**config.mk**
```make
export PLATFORM = sky130hd
export DESIGN_NAME = seq_pattern_gen
export DESIGN_NICKNAME = d
export VERILOG_FILES = /design/src/rtl/seq_pattern_pkg.sv /design/src/rtl/seq_pattern_shifter.sv /design/src/rtl/seq_pattern_gen.sv
export SDC_FILE = /design/constraint.sdc
export NUM_CORES = 1
export LEC_CHECK = 0
export ABC_AREA = 1
export CAP_MARGIN = 20
export CELL_PAD_IN_SITES_DETAIL_PLACEMENT = 1
export CELL_PAD_IN_SITES_GLOBAL_PLACEMENT = 1
export CORE_ASPECT_RATIO = 0.75
export CORE_MARGIN = 1.5
export CORE_UTILIZATION = 40
export CTS_BUF_LIST = sky130_fd_sc_hd__clkbuf_16
export CTS_CLUSTER_DIAMETER = 30
export DETAILED_ROUTE_END_ITERATION = 10
export PLACE_DENSITY = 0.77
export SYNTH_ARGS = -nofsm -noshare
export SYNTH_HDL_FRONTEND = slang
export SYNTH_SLANG_ARGS = --single-unit
```
**constraint.sdc**
```tcl
create_clock -name clk -period 1.9 [get_ports clk]
set_input_delay 0.38 -clock clk [delete_from_list [all_inputs] [get_ports clk]]
set_output_delay 0.38 -clock clk [all_outputs]
set_load 0.1 [all_outputs]
```
**src/rtl/seq_pattern_pkg.sv**
```systemverilog
// Shared types and defaults for the serial pattern generator.
package seq_pattern_pkg;

    // Generator FSM states
    typedef enum logic [1:0] {
        ST_IDLE = 2'd0,
        ST_SEND = 2'd1,
        ST_GAP  = 2'd2,
        ST_DONE = 2'd3
    } state_t;

    // Default configuration
    localparam int         DEF_PAT_W   = 4;
    localparam logic [3:0] DEF_PATTERN = 4'b1101;
    localparam int         DEF_REP_W   = 8;
    localparam int         DEF_GAP_W   = 4;

endpackage

```
**src/rtl/seq_pattern_shifter.sv**
```systemverilog
// Loadable MSB-first shift register with a bit counter.
// Shifting fills with zeros, so once a full pattern has been shifted out
// the register reads all-zero and msb doubles as an idle-low serial output.
module seq_pattern_shifter #(
    parameter int PAT_W = 4
) (
    input  logic             clk,
    input  logic             rst_n,
    input  logic             load,
    input  logic [PAT_W-1:0] load_val,
    input  logic             shift,
    output logic             msb,
    output logic             last_bit
);

    localparam int CNT_W = $clog2(PAT_W);

    logic [PAT_W-1:0] shreg_reg;
    logic [PAT_W-1:0] shreg_shifted;
    logic [CNT_W-1:0] cnt_reg;

    genvar gi;
    generate
        for (gi = 0; gi < PAT_W; gi++) begin : g_shift
            if (gi == 0) begin : g_lsb
                assign shreg_shifted[gi] = 1'b0;
            end else begin : g_upper
                assign shreg_shifted[gi] = shreg_reg[gi-1];
            end
        end
    endgenerate

    assign msb      = shreg_reg[PAT_W-1];
    assign last_bit = (cnt_reg == CNT_W'(PAT_W - 1));

    // Load wins over shift; the counter wraps to 0 after the last bit
    always_ff @(posedge clk or negedge rst_n) begin
        if (!rst_n) begin
            shreg_reg <= '0;
            cnt_reg   <= '0;
        end else if (load) begin
            shreg_reg <= load_val;
            cnt_reg   <= '0;
        end else if (shift) begin
            shreg_reg <= shreg_shifted;
            cnt_reg   <= last_bit ? '0 : cnt_reg + CNT_W'(1);
        end
    end

endmodule

```
**src/rtl/seq_pattern_gen.sv**
```systemverilog
// Serial pattern transmitter: sends PATTERN MSB first, rep_cnt times with
// gap zero bits between repetitions, then pulses done.
// Optional SEQ_PATTERN_GEN_PROG_EN: adds pat_in, latched with start, which
// replaces PATTERN for that burst.
module seq_pattern_gen
    import seq_pattern_pkg::*;
#(
    parameter int               PAT_W   = DEF_PAT_W,
    parameter logic [PAT_W-1:0] PATTERN = PAT_W'(DEF_PATTERN),
    parameter int               REP_W   = DEF_REP_W,
    parameter int               GAP_W   = DEF_GAP_W
) (
    input  logic             clk,
    input  logic             rst_n,
    input  logic             start,
    input  logic             stop,
    input  logic [REP_W-1:0] rep_cnt,
    input  logic [GAP_W-1:0] gap,
`ifdef SEQ_PATTERN_GEN_PROG_EN
    input  logic [PAT_W-1:0] pat_in,
`endif
    output logic             seq,
    output logic             seq_valid,
    output logic             busy,
    output logic             done
);

    state_t           state_reg, state_next;
    logic [REP_W-1:0] rep_reg, rep_next;
    logic             cont_reg, cont_next;
    logic [GAP_W-1:0] gap_len_reg, gap_len_next;
    logic [GAP_W-1:0] gap_cnt_reg, gap_cnt_next;
    logic             stop_reg, stop_next;
    logic             valid_reg, valid_next;
    logic             busy_reg, busy_next;
    logic             done_reg, done_next;

    logic             sh_load;
    logic             sh_shift;
    logic [PAT_W-1:0] sh_load_val;
    logic             sh_last;
    logic [PAT_W-1:0] start_pat;
    logic [PAT_W-1:0] reload_pat;
    logic             stop_seen;

`ifdef SEQ_PATTERN_GEN_PROG_EN
    logic [PAT_W-1:0] pat_reg;

    // Hold the burst's programmed pattern for reloads between repetitions
    always_ff @(posedge clk or negedge rst_n) begin
        if (!rst_n) begin
            pat_reg <= '0;
        end else if (state_reg == ST_IDLE && start) begin
            pat_reg <= pat_in;
        end
    end

    assign start_pat  = pat_in;
    assign reload_pat = pat_reg;
`else
    assign start_pat  = PATTERN;
    assign reload_pat = PATTERN;
`endif

    // stop raised this cycle counts as already seen
    assign stop_seen = stop_reg | stop;

    seq_pattern_shifter #(
        .PAT_W(PAT_W)
    ) u_shifter (
        .clk     (clk),
        .rst_n   (rst_n),
        .load    (sh_load),
        .load_val(sh_load_val),
        .shift   (sh_shift),
        .msb     (seq),
        .last_bit(sh_last)
    );

    // Next-state, counter and shifter control; outputs derived from the next state
    always_comb begin
        state_next   = state_reg;
        rep_next     = rep_reg;
        cont_next    = cont_reg;
        gap_len_next = gap_len_reg;
        gap_cnt_next = gap_cnt_reg;
        stop_next    = stop_reg;
        sh_load      = 1'b0;
        sh_shift     = 1'b0;
        sh_load_val  = reload_pat;

        case (state_reg)
            ST_IDLE: begin
                stop_next = 1'b0;
                if (start) begin
                    state_next   = ST_SEND;
                    rep_next     = rep_cnt;
                    cont_next    = (rep_cnt == '0);
                    gap_len_next = gap;
                    stop_next    = stop;
                    sh_load      = 1'b1;
                    sh_load_val  = start_pat;
                end
            end
            ST_SEND: begin
                stop_next = stop_seen;
                if (sh_last) begin
                    if (!cont_reg) begin
                        rep_next = rep_reg - REP_W'(1);
                    end
                    if ((!cont_reg && rep_reg == REP_W'(1)) || stop_seen) begin
                        state_next = ST_DONE;
                        sh_shift   = 1'b1;
                    end else if (gap_len_reg != '0) begin
                        state_next   = ST_GAP;
                        gap_cnt_next = '0;
                        sh_shift     = 1'b1;
                    end else begin
                        sh_load = 1'b1;
                    end
                end else begin
                    sh_shift = 1'b1;
                end
            end
            ST_GAP: begin
                stop_next = stop_seen;
                if (stop_seen) begin
                    state_next = ST_DONE;
                end else if (gap_cnt_reg == gap_len_reg - GAP_W'(1)) begin
                    state_next = ST_SEND;
                    sh_load    = 1'b1;
                end else begin
                    gap_cnt_next = gap_cnt_reg + GAP_W'(1);
                end
            end
            ST_DONE: begin
                state_next = ST_IDLE;
                stop_next  = 1'b0;
            end
            default: begin
                state_next = ST_IDLE;
            end
        endcase

        valid_next = (state_next == ST_SEND) || (state_next == ST_GAP);
        busy_next  = valid_next;
        done_next  = (state_next == ST_DONE);
    end

    // State, counters and registered status outputs
    always_ff @(posedge clk or negedge rst_n) begin
        if (!rst_n) begin
            state_reg   <= ST_IDLE;
            rep_reg     <= '0;
            cont_reg    <= 1'b0;
            gap_len_reg <= '0;
            gap_cnt_reg <= '0;
            stop_reg    <= 1'b0;
            valid_reg   <= 1'b0;
            busy_reg    <= 1'b0;
            done_reg    <= 1'b0;
        end else begin
            state_reg   <= state_next;
            rep_reg     <= rep_next;
            cont_reg    <= cont_next;
            gap_len_reg <= gap_len_next;
            gap_cnt_reg <= gap_cnt_next;
            stop_reg    <= stop_next;
            valid_reg   <= valid_next;
            busy_reg    <= busy_next;
            done_reg    <= done_next;
        end
    end

    assign seq_valid = valid_reg;
    assign busy      = busy_reg;
    assign done      = done_reg;

endmodule

```
* After elaboration in Yosys (flattened, before gate mapping)
Cells that the tools add are included.
Storage, ports and cells: bits in writable memories 0, latch bits 0, register bits after elaboration 28, word-level logic and storage cells 80, bits of input ports 16, memories kept 0, memory bits (read-only) 0
Cells by class: $add $sub $neg 4, equal/unequal tests 16, divide/modulo/power cells 0, multiplexer cells 35, $lt $le $gt $ge 0, shifts and indexed selects 0, bitwise gates (word level) 1, $mul 0, reductions and logical operators 14
Operators by type and width (number):
- $mux 4 | 7
- $mux 8 | 3
- $mux 2 | 9
- $pmux 8 s2 | 1
- $ne 2x2->1 const B | 6
- $mux 1 | 11
- $eq 2x2->1 const B | 5
- $eq 8x1->1 const B | 1
- $logic_not 8->1 | 1
- $pmux 2 s4 | 1
- $pmux 4 s2 | 1
- $sub 8x1->8 const B | 1
- $pmux 1 s3 | 2
- $reduce_and 6->1 | 1
- $reduce_bool 2->1 | 3
- $add 4x1->4 const B | 1
- $eq 2x1->1 const B | 2
- $eq 4x4->1 | 1
- $reduce_and 4->1 | 1
- $reduce_bool 4->1 | 1
- $sub 4x1->4 const B | 1
- $add 2x1->2 const B | 1
- $logic_not 2->1 | 1
- $logic_or 1x1->1 | 2
- 6 further kinds | 6

* Depth between registers and ports, before layout
Gate-level depths: netlist (run 1).
depth in word-level cells 8, mapped depth 13, gate-level depth less buffers 13

* Hierarchy
From an unflattened synthesis (run 1), not the netlist that was laid out.
Second synthesis, totals: cell total of the unflattened synthesis 245, area total of the unflattened synthesis 1811.7 sq um
Modules (own cells, without submodules):
- seq_pattern_gen | cells an instance 209, area each 1527.7 sq um, instances 1
- seq_pattern_shifter | cells an instance 36, area each 284.0 sq um, instances 1

* Worst setup path after synthesis (run 1)
OpenSTA, ideal clock, no wires.
path kind reg2reg, start register gap_len_reg[0], end register busy_reg (netlist: busy), data required time 1.774 ns, path slack 0.184 ns, stages on the path, launching flop included 14, buffers on the path 0, arrival time 1.590 ns, cells stage by stage dfrtp_1 > inv_2 > ha_1 > nand2_1 > inv_1 > nor2_1 > nand2_1 > nor2_4 > nand3_1 > nand3_1 > nand2_1 > nand2_1 > nand2_1 > ha_1
Between the ends: word-level cells in the longest chain between the ends 7
RTL lines:
- start, declared | RTL line seq_pattern_gen.sv:31 | logic [GAP_W-1:0] gap_len_reg, gap_len_next;
- start signal, assigned | RTL line seq_pattern_gen.sv:166 | gap_len_reg <= gap_len_next;
- $sub 4x1->4 or $reduce_bool 4->1 (tied branches) | RTL line seq_pattern_gen.sv:129, seq_pattern_gen.sv:114
- $eq 4x4->1 or $mux 2 (tied branches) | RTL line seq_pattern_gen.sv:129, seq_pattern_gen.sv:114
- $mux 2, on equally long branches | RTL line seq_pattern_gen.sv:129, seq_pattern_gen.sv:111
- $mux 2, on equally long branches | RTL line seq_pattern_gen.sv:127, seq_pattern_gen.sv:107
- $pmux 2 s4 (*) | RTL line seq_pattern_gen.sv:92 | case (state_reg)
- named net state_next[1] | RTL line seq_pattern_gen.sv:28 | state_t state_reg, state_next;
- $eq 2x1->1 or $eq 2x2->1 (tied branches) | RTL line seq_pattern_gen.sv:145 | valid_next = (state_next == ST_SEND) || (state_next == ST_GAP);
- $logic_or 1x1->1 (*) | RTL line seq_pattern_gen.sv:145
- named net busy_next | RTL line seq_pattern_gen.sv:35 | logic busy_reg, busy_next;
- end signal, assigned | RTL line seq_pattern_gen.sv:170 | busy_reg <= busy_next;
- end, declared | RTL line seq_pattern_gen.sv:35
The timed path passes the listed nets; every way through them passes the cells marked *. A chain may end at the register's enable or synchronous reset.

* Worst setup path in the final report (run 1)
start register gap_len_reg[0], end register busy_reg (netlist: busy)
Between the ends: word-level cells in the longest chain between the ends 7
RTL lines (RTL line):
- $sub 4x1->4 or $reduce_bool 4->1 (tied branches) | seq_pattern_gen.sv:129, seq_pattern_gen.sv:114
- $eq 4x4->1 or $mux 2 (tied branches) | seq_pattern_gen.sv:129, seq_pattern_gen.sv:114
- $mux 2, on equally long branches | seq_pattern_gen.sv:129, seq_pattern_gen.sv:111
- $mux 2, on equally long branches | seq_pattern_gen.sv:127, seq_pattern_gen.sv:107
- $pmux 2 s4 (*) | seq_pattern_gen.sv:92
- $eq 2x1->1 or $eq 2x2->1 (tied branches) | seq_pattern_gen.sv:145
- $logic_or 1x1->1 (*) | seq_pattern_gen.sv:145
- named net busy_next | seq_pattern_gen.sv:35
Marks and branches as above.

==> results.md, run 1 <==
* Outcome: completed
* RSZ-0062 raised after global routing: no
* CTS Root Cell: clkbuf_16
* Max reg flops at 8
* Initial Util at 0.4211
* Peak supply drop at 0.8648 mV
* Die Wd at 82.41 um
* Avg Inst Size Synth at 7.817 sq um
* Multi-input logic area at 0.001070 sq mm
* First-pass GRT wire length at 8086 um
* H-tree depth at 1
* CORE AREA at 0.004493 sq mm
* Routability cong. at 0.8152
* Worst path most repeated cell: nand2_2
* Min Hold Slack at 0.4919 ns
* Final instance area at 0.002371 sq mm
* Synth top area share at 0.3704
* Placed Cells incl. Taps at 325
* Crit Reg-Reg Startpoint: gap_len_reg[0]
* Leakage at 1.122 nW
* Distinct cells, synth at 30
* CP Class: reg -> reg
* Global Route Usage Sum at 0.2040
* # rows at 21
* DR vias/cell at 5.018
* CTS tree: built
* Critical path startpoint category: flop
* Synth top area cells: dfrtp_1, nand2_1, ha_1
* Fin crit share at 0.9342
* Nets at 301
* Clock buffer count from CTS at 3
* Half-perimeter wire length after placement at 3504 um
* CTS clk-pin slew, worst paths at 0.07 ns
* DIE HEIGHT at 62.56 um
* CP cell instances: inv_2, ha_4, nand2_2, inv_2, nor2_4, nand2_2, nor2_4, nand3_4, nand2_2, a21oi_2, nor2_2, ha_4
* Sequential area share after synthesis at 0.3704
* Post-route ant nets at 0
* Depth of the most critical reg-to-reg path at 12
* Clock Skew at 0.007064 ns
* Worst Min Path Start: u_shifter.shreg_reg[0]
* Endpoints failing setup at 0
* Synth-to-layout area growth at 25.33%
* Slew Limit Fails at 0
* Cells after Synth at 242
* Net Count, Synth at 268
* Slowest-stage cell, CP: dfrtp_1
* Critical Path Fanout Max at 3
* Synthesized cell area at 0.001892 sq mm
* Reg2reg setup slack at 0.12 ns
* Vias at 1661
* Clock group share of total power at 0.108
* Clk_lat worst skew at 0.26 ns
* Sw power at 2.244 mW
* Slew of the pin with the lowest slew margin at 0.3597 ns
* IO buf count at 19
* # DRC at 0
* Max incr delay on CP at 0.39 ns
* Final Hold Viols at 0
* Fill count at 569
* Maxcap violations at 0
* Setup TNS Final at 0 ns
* Clock sink count at 28
* Max frequency at 0.5634 GHz
* Hold endpoint: u_shifter.shreg_reg[0]
* Router iterations before antenna repair at 4
* Routed WL per cell at 14.15 um
* Slew margin rel. at 0.7580
* Number of global-route vias before repair at 1751
* Sw frac at 0.4924
* Placed cell area at 0.002203 sq mm
* Hold crit path type: reg -> reg
* Grt total ovfl at 0
* Hold_buf cts at 0
* Pwr/cell area at 1922 mW/mm^2
* Fin crit period at 1.775 ns
* Seq pwr share at 0.224
* P_int at 2.314 mW
* Hold Crit Depth at 2
* Cell taking the most area after synthesis: dfrtp_1
* Pin count of the biggest net entering global routing at 29
* Max Root-Sink Buffers at 2
* Worst reg2reg endpoint: busy
* Initial DRC count at 56
* Initial antenna violation count at 0
* Die outline area at 0.005156 sq mm
* Number of synthesis warnings at 0
* IO Pins at 20
* Post-layout util at 0.5277
* Register Area at 700.7 sq um
* Cell Count, Final, Fillers Out at 331
* WL final at 4685 um
* Comb power frac at 0.668
* # diodes at 0
* Synthesized flop and latch total at 28
* Worst EP arrival at 1.94 ns
* Worst EP required at 2.06 ns
* Crit. End Element: flop
* Share of cells above drive strength 1 at 0.2664
-- per-stage QoR --
stage | power (mW) | setup slack [ns]
3_5_place_dp | 3.844 | -0.05973
6_report | 4.558 | 0.1250
3_3_place_gp | 3.751 | -0.01856
4_1_cts | 4.373 | 0.02165
2_1_floorplan | 3.155 | 0.1845
5_1_grt | 4.993 | 0.01091
-- Yosys cell counts --
| library cell | instances |
|---|---|
| nand2_1 | 63 |
| or2_2 | 1 |
| xor2_1 | 4 |
| nand3b_1 | 1 |
| clkbuf_1 | 1 |
| nand3_2 | 2 |
| nor4_1 | 3 |
| a21oi_1 | 4 |
| o21ai_1 | 7 |
| nand4_1 | 3 |
| inv_2 | 14 |
| o211ai_2 | 2 |
| buf_6 | 3 |
| a21boi_1 | 2 |
| a21oi_2 | 1 |
| nand3_1 | 17 |
| o21ai_0 | 15 |
| nand2_4 | 2 |
| nor2_4 | 4 |
| nor2_1 | 17 |
| inv_1 | 21 |
| o2111ai_1 | 1 |
| o22ai_2 | 4 |
| buf_4 | 1 |
| ha_1 | 10 |
| nand2_2 | 8 |
| nand3b_4 | 1 |
| nand3_4 | 1 |
| buf_2 | 1 |
| dfrtp_1 | 28 |
-- layout by cell type (no fill, tap or decap), drive strengths merged --
master,synthesis,final
buf,5,19
nand3,20,20
nand4,3,3
clkinv,0,1
clkdlybuf4s50,0,15
o2111ai,1,1
o211ai,2,2
inv,35,34
clkbuf,1,3
bufinv,0,1
o21ai,22,22
a21boi,2,2
nand2,73,73
dfrtp,28,28
nor2,21,21
a21oi,5,5
nor4,3,3
or2,1,1
nand3b,2,2
o22ai,4,4
ha,10,10
xor2,4,4
-- power by group through the flow --
| stage | Sequential [mW] | Clock, mW | Combinational [mW] |
|---|---|---|---|
| 2_1_floorplan | 1.21 | 0 | 1.95 |
| 3_3_place_gp | 1.02 | 0 | 2.73 |
| 3_5_place_dp | 1.03 | 0 | 2.81 |
| 4_1_cts | 1.02 | 0.505 | 2.85 |
| 5_1_grt | 1.05 | 0.528 | 3.41 |
| 6_report | 1.02 | 0.492 | 3.05 |
-- routing by layer --
layer | up-vias | track usage | share of wire | wire [um]
li1 | 840 | - | - | -
met1 | 798 | 0.2786 | 0.49 | 2314
met2 | 17 | 0.3272 | 0.47 | 2218
met3 | 6 | 0.04234 | 0.023 | 110
met4 | 0 | 0.04661 | 0.0088 | 41
met5 | - | 0 | 0 | 0
-- cell families (layout without fill, tap and decap cells) --
family | Yosys count | after routing | share of synthesized area
DFF | 28 | 28 | 0.3704
adders and majority gates | 10 | 10 | 0.06614
xor gates and xnor gates | 4 | 4 | 0.01852
AOI/OAI and AO/OA | 36 | 36 | 0.1257
buffers and inverters | 41 | 73 | 0.09590
and+or+nand+nor | 123 | 123 | 0.3234
-- how the worst max path moves through the flow --
stage | slack, ns | to | cells past startpoint | from
final | 0.12 | busy | 12 | gap_len_reg[0]
after floorplan | 0.18 | busy | 13 | gap_len_reg[0]
after global routing | 0.01 | busy | 13 | gap_len_reg[0]
after global placement | -0.02 | busy | 8 | stop
after detailed placement | -0.06 | busy | 8 | stop
after CTS | 0.02 | busy | 13 | gap_len_reg[0]
-- worst max-delay path: cells and delay by family (launching register included) --
kind / cells / cell delay (ns)
fa+ha+maj: 2 / 0.42
compound gates: 1 / 0.04
flops: 1 / 0.39
simple gates: 7 / 0.68
buf+inv: 2 / 0.13
-- area by class of cell --
class | instances | area share
Sequential cell | 28 | 0.2955
Multi-Input combinational cell | 173 | 0.4512
Inverter | 35 | 0.06121
Tap cell | 57 | 0.03008
Timing Repair Buffer | 34 | 0.1288
Clock inverter | 1 | 0.001583
Clock buffer | 3 | 0.03166
-- timing repair --
item                                    4_1_cts  5_1_grt
gates resized for setup                       0       15
pin swaps                                     1        8
endpoints found under the setup margin        1       10
setup buffers                                 0        2
Power figures use the tool's default switching activity.
==> run 2: changes to the inputs <==
--- a/config.mk
+++ b/config.mk
@@ -15,6 +15,7 @@
 export CTS_BUF_LIST = sky130_fd_sc_hd__clkbuf_16
 export CTS_CLUSTER_DIAMETER = 30
 export DETAILED_ROUTE_END_ITERATION = 10
+export GPL_ROUTABILITY_DRIVEN = 0
 export PLACE_DENSITY = 0.77
 export SYNTH_ARGS = -nofsm -noshare
 export SYNTH_HDL_FRONTEND = slang
==> constraint.sdc (replaced) <==
create_clock -name clk -period 1.9 [get_ports clk]
set_input_delay 0.475 -clock clk [delete_from_list [all_inputs] [get_ports clk]]
set_output_delay 0.475 -clock clk [all_outputs]
set_load 0.1 [all_outputs]
==> results.md, run 2 (synthesis results as in run 1) <==
* Outcome: completed
* Fin crit period at 1.797 ns
* # DRC at 0
* Fin crit share at 0.9459
* Hold crit path type: reg -> reg
* Initial DRC count at 50
* Vias at 1634
* Clock Skew at 0.005254 ns
* Final Hold Viols at 0
* Clk_lat worst skew at 0.27 ns
* Clock buffer count from CTS at 3
* Max frequency at 0.5564 GHz
* Peak supply drop at 1.259 mV
* Min Hold Slack at 0.4989 ns
* Final instance area at 0.002394 sq mm
* Routed WL per cell at 13.67 um
* Pwr Total at 4.608 mW
* Global Route Usage Sum at 0.1998
* Fill count at 551
* Share of cells above drive strength 1 at 0.2691
* Maxcap violations at 0
* Nets at 302
* Crit path max-delay family: simple AND/OR/NAND/NOR gates
* Critical Path Fanout Max at 3
* Die Wd at 82.41 um
* Endpoints failing setup at 0
* Worst EP required at 2.06 ns
* Pwr/cell area at 1925 mW/mm^2
* Worst EP arrival at 1.96 ns
* Post-route ant nets at 0
* RSZ-0062 raised after global routing: no
* Die outline area at 0.005156 sq mm
* IO buf count at 19
* Cell Count, Final, Fillers Out at 332
* Slew margin rel. at 0.7389
* Placed cell area at 0.002241 sq mm
* Slew of the pin with the lowest slew margin at 0.3880 ns
* Setup TNS Final at 0 ns
* IO Pins at 20
* Post-layout util at 0.5327
* Worst path bufs/invs at 2
* H-tree depth at 1
* Slowest-stage cell, CP: dfrtp_1
* CP cell instances: inv_2, ha_4, nand2_2, inv_1, nor2_1, nand2_1, nor2_4, nand3_4, nand2_2, a21oi_2, nor2_2, ha_4
* Half-perimeter wire length after placement at 3499 um
* Initial Util at 0.4211
* # rows at 21
* Crit. End Element: flop
* Placed Cells incl. Taps at 325
* DR vias/cell at 4.922
* Number of global-route vias before repair at 1694
* Slew Limit Fails at 0
* # diodes at 0
* Leakage at 1.128 nW
* CTS clk-pin slew, worst paths at 0.07 ns
* Router iterations before antenna repair at 4
* DIE HEIGHT at 62.56 um
* Synth-to-layout area growth at 26.52%
* Critical path startpoint category: flop
* Initial antenna violation count at 0
* WL final at 4537 um
* First-pass GRT wire length at 7797 um
* CP Class: reg -> reg
* Max reg flops at 8
* Setup ws final at 0.1027 ns
* Pin count of the biggest net entering global routing at 29
* Grt total ovfl at 0
* CTS Root Cell: clkbuf_16
* CTS tree: built
* Setup WS pre-CTS at -0.1502 ns
* Most frequent cells in the layout: nand2_1, dfrtp_1, inv_1
* CORE AREA at 0.004493 sq mm
* Most common cell after layout, fill and taps aside: nand2_1
* Max incr delay on CP at 0.38 ns
* Clock sink count at 28
* Max Root-Sink Buffers at 2
[run 2: layer usage]
layer / GRT usage / wire length (um) / part of all wire
met5: 0 / 0 / 0
met4: 0.05720 / 49 / 0.011
met3: 0.03942 / 89 / 0.020
met2: 0.3110 / 2095 / 0.46
met1: 0.2778 / 2302 / 0.51
[run 2: worst paths after layout]
check	from	endpoint	slack [ns]	cells after the start
worst max-delay path	gap_len_reg[1]	busy	0.10	12
worst min-delay path	u_shifter.shreg_reg[0]	u_shifter.shreg_reg[0]	0.50	2
worst max register to register	gap_len_reg[1]	busy	0.10	12
worst min register to register	u_shifter.shreg_reg[0]	u_shifter.shreg_reg[0]	0.50	2
max in group asynchronous	rst_n	state_reg[0]	1.01	2
min in group asynchronous	rst_n	gap_cnt_reg[3]	0.59	2
[run 2: timing repair]
| item | CTS | global route |
|---|---|---|
| setup endpoints to repair | 1 | 2 |
| gates resized for setup | 0 | 12 |
| pin swaps | 2 | 9 |
| setup buffers | 0 | 3 |
| hold buffers | 0 | 0 |
[run 2: cell type report]
type / instances / area [sq um] / share of cell area
clock inverter: 1 / 3.754 / 0.001568
timing repair buffer: 35 / 350.3 / 0.1464
tap: 57 / 71.32 / 0.02980
clock buffer: 3 / 75.07 / 0.03136
inverter: 35 / 131.4 / 0.05489
sequential: 28 / 701.9 / 0.2933
multi-input combinational: 173 / 1060 / 0.4428
[run 2: power by group]
part	internal (mW)	switching, mW	leakage [nW]
Clock	0.283	0.214	0.0385
Combinational	1.20	1.85	0.739
Sequential	0.859	0.195	0.351
[run 2: worst min-delay path, delay by kind of cell (launching register included)]
kind          cells  cell delay [ns]
flops             1             0.36
simple gates      2             0.12
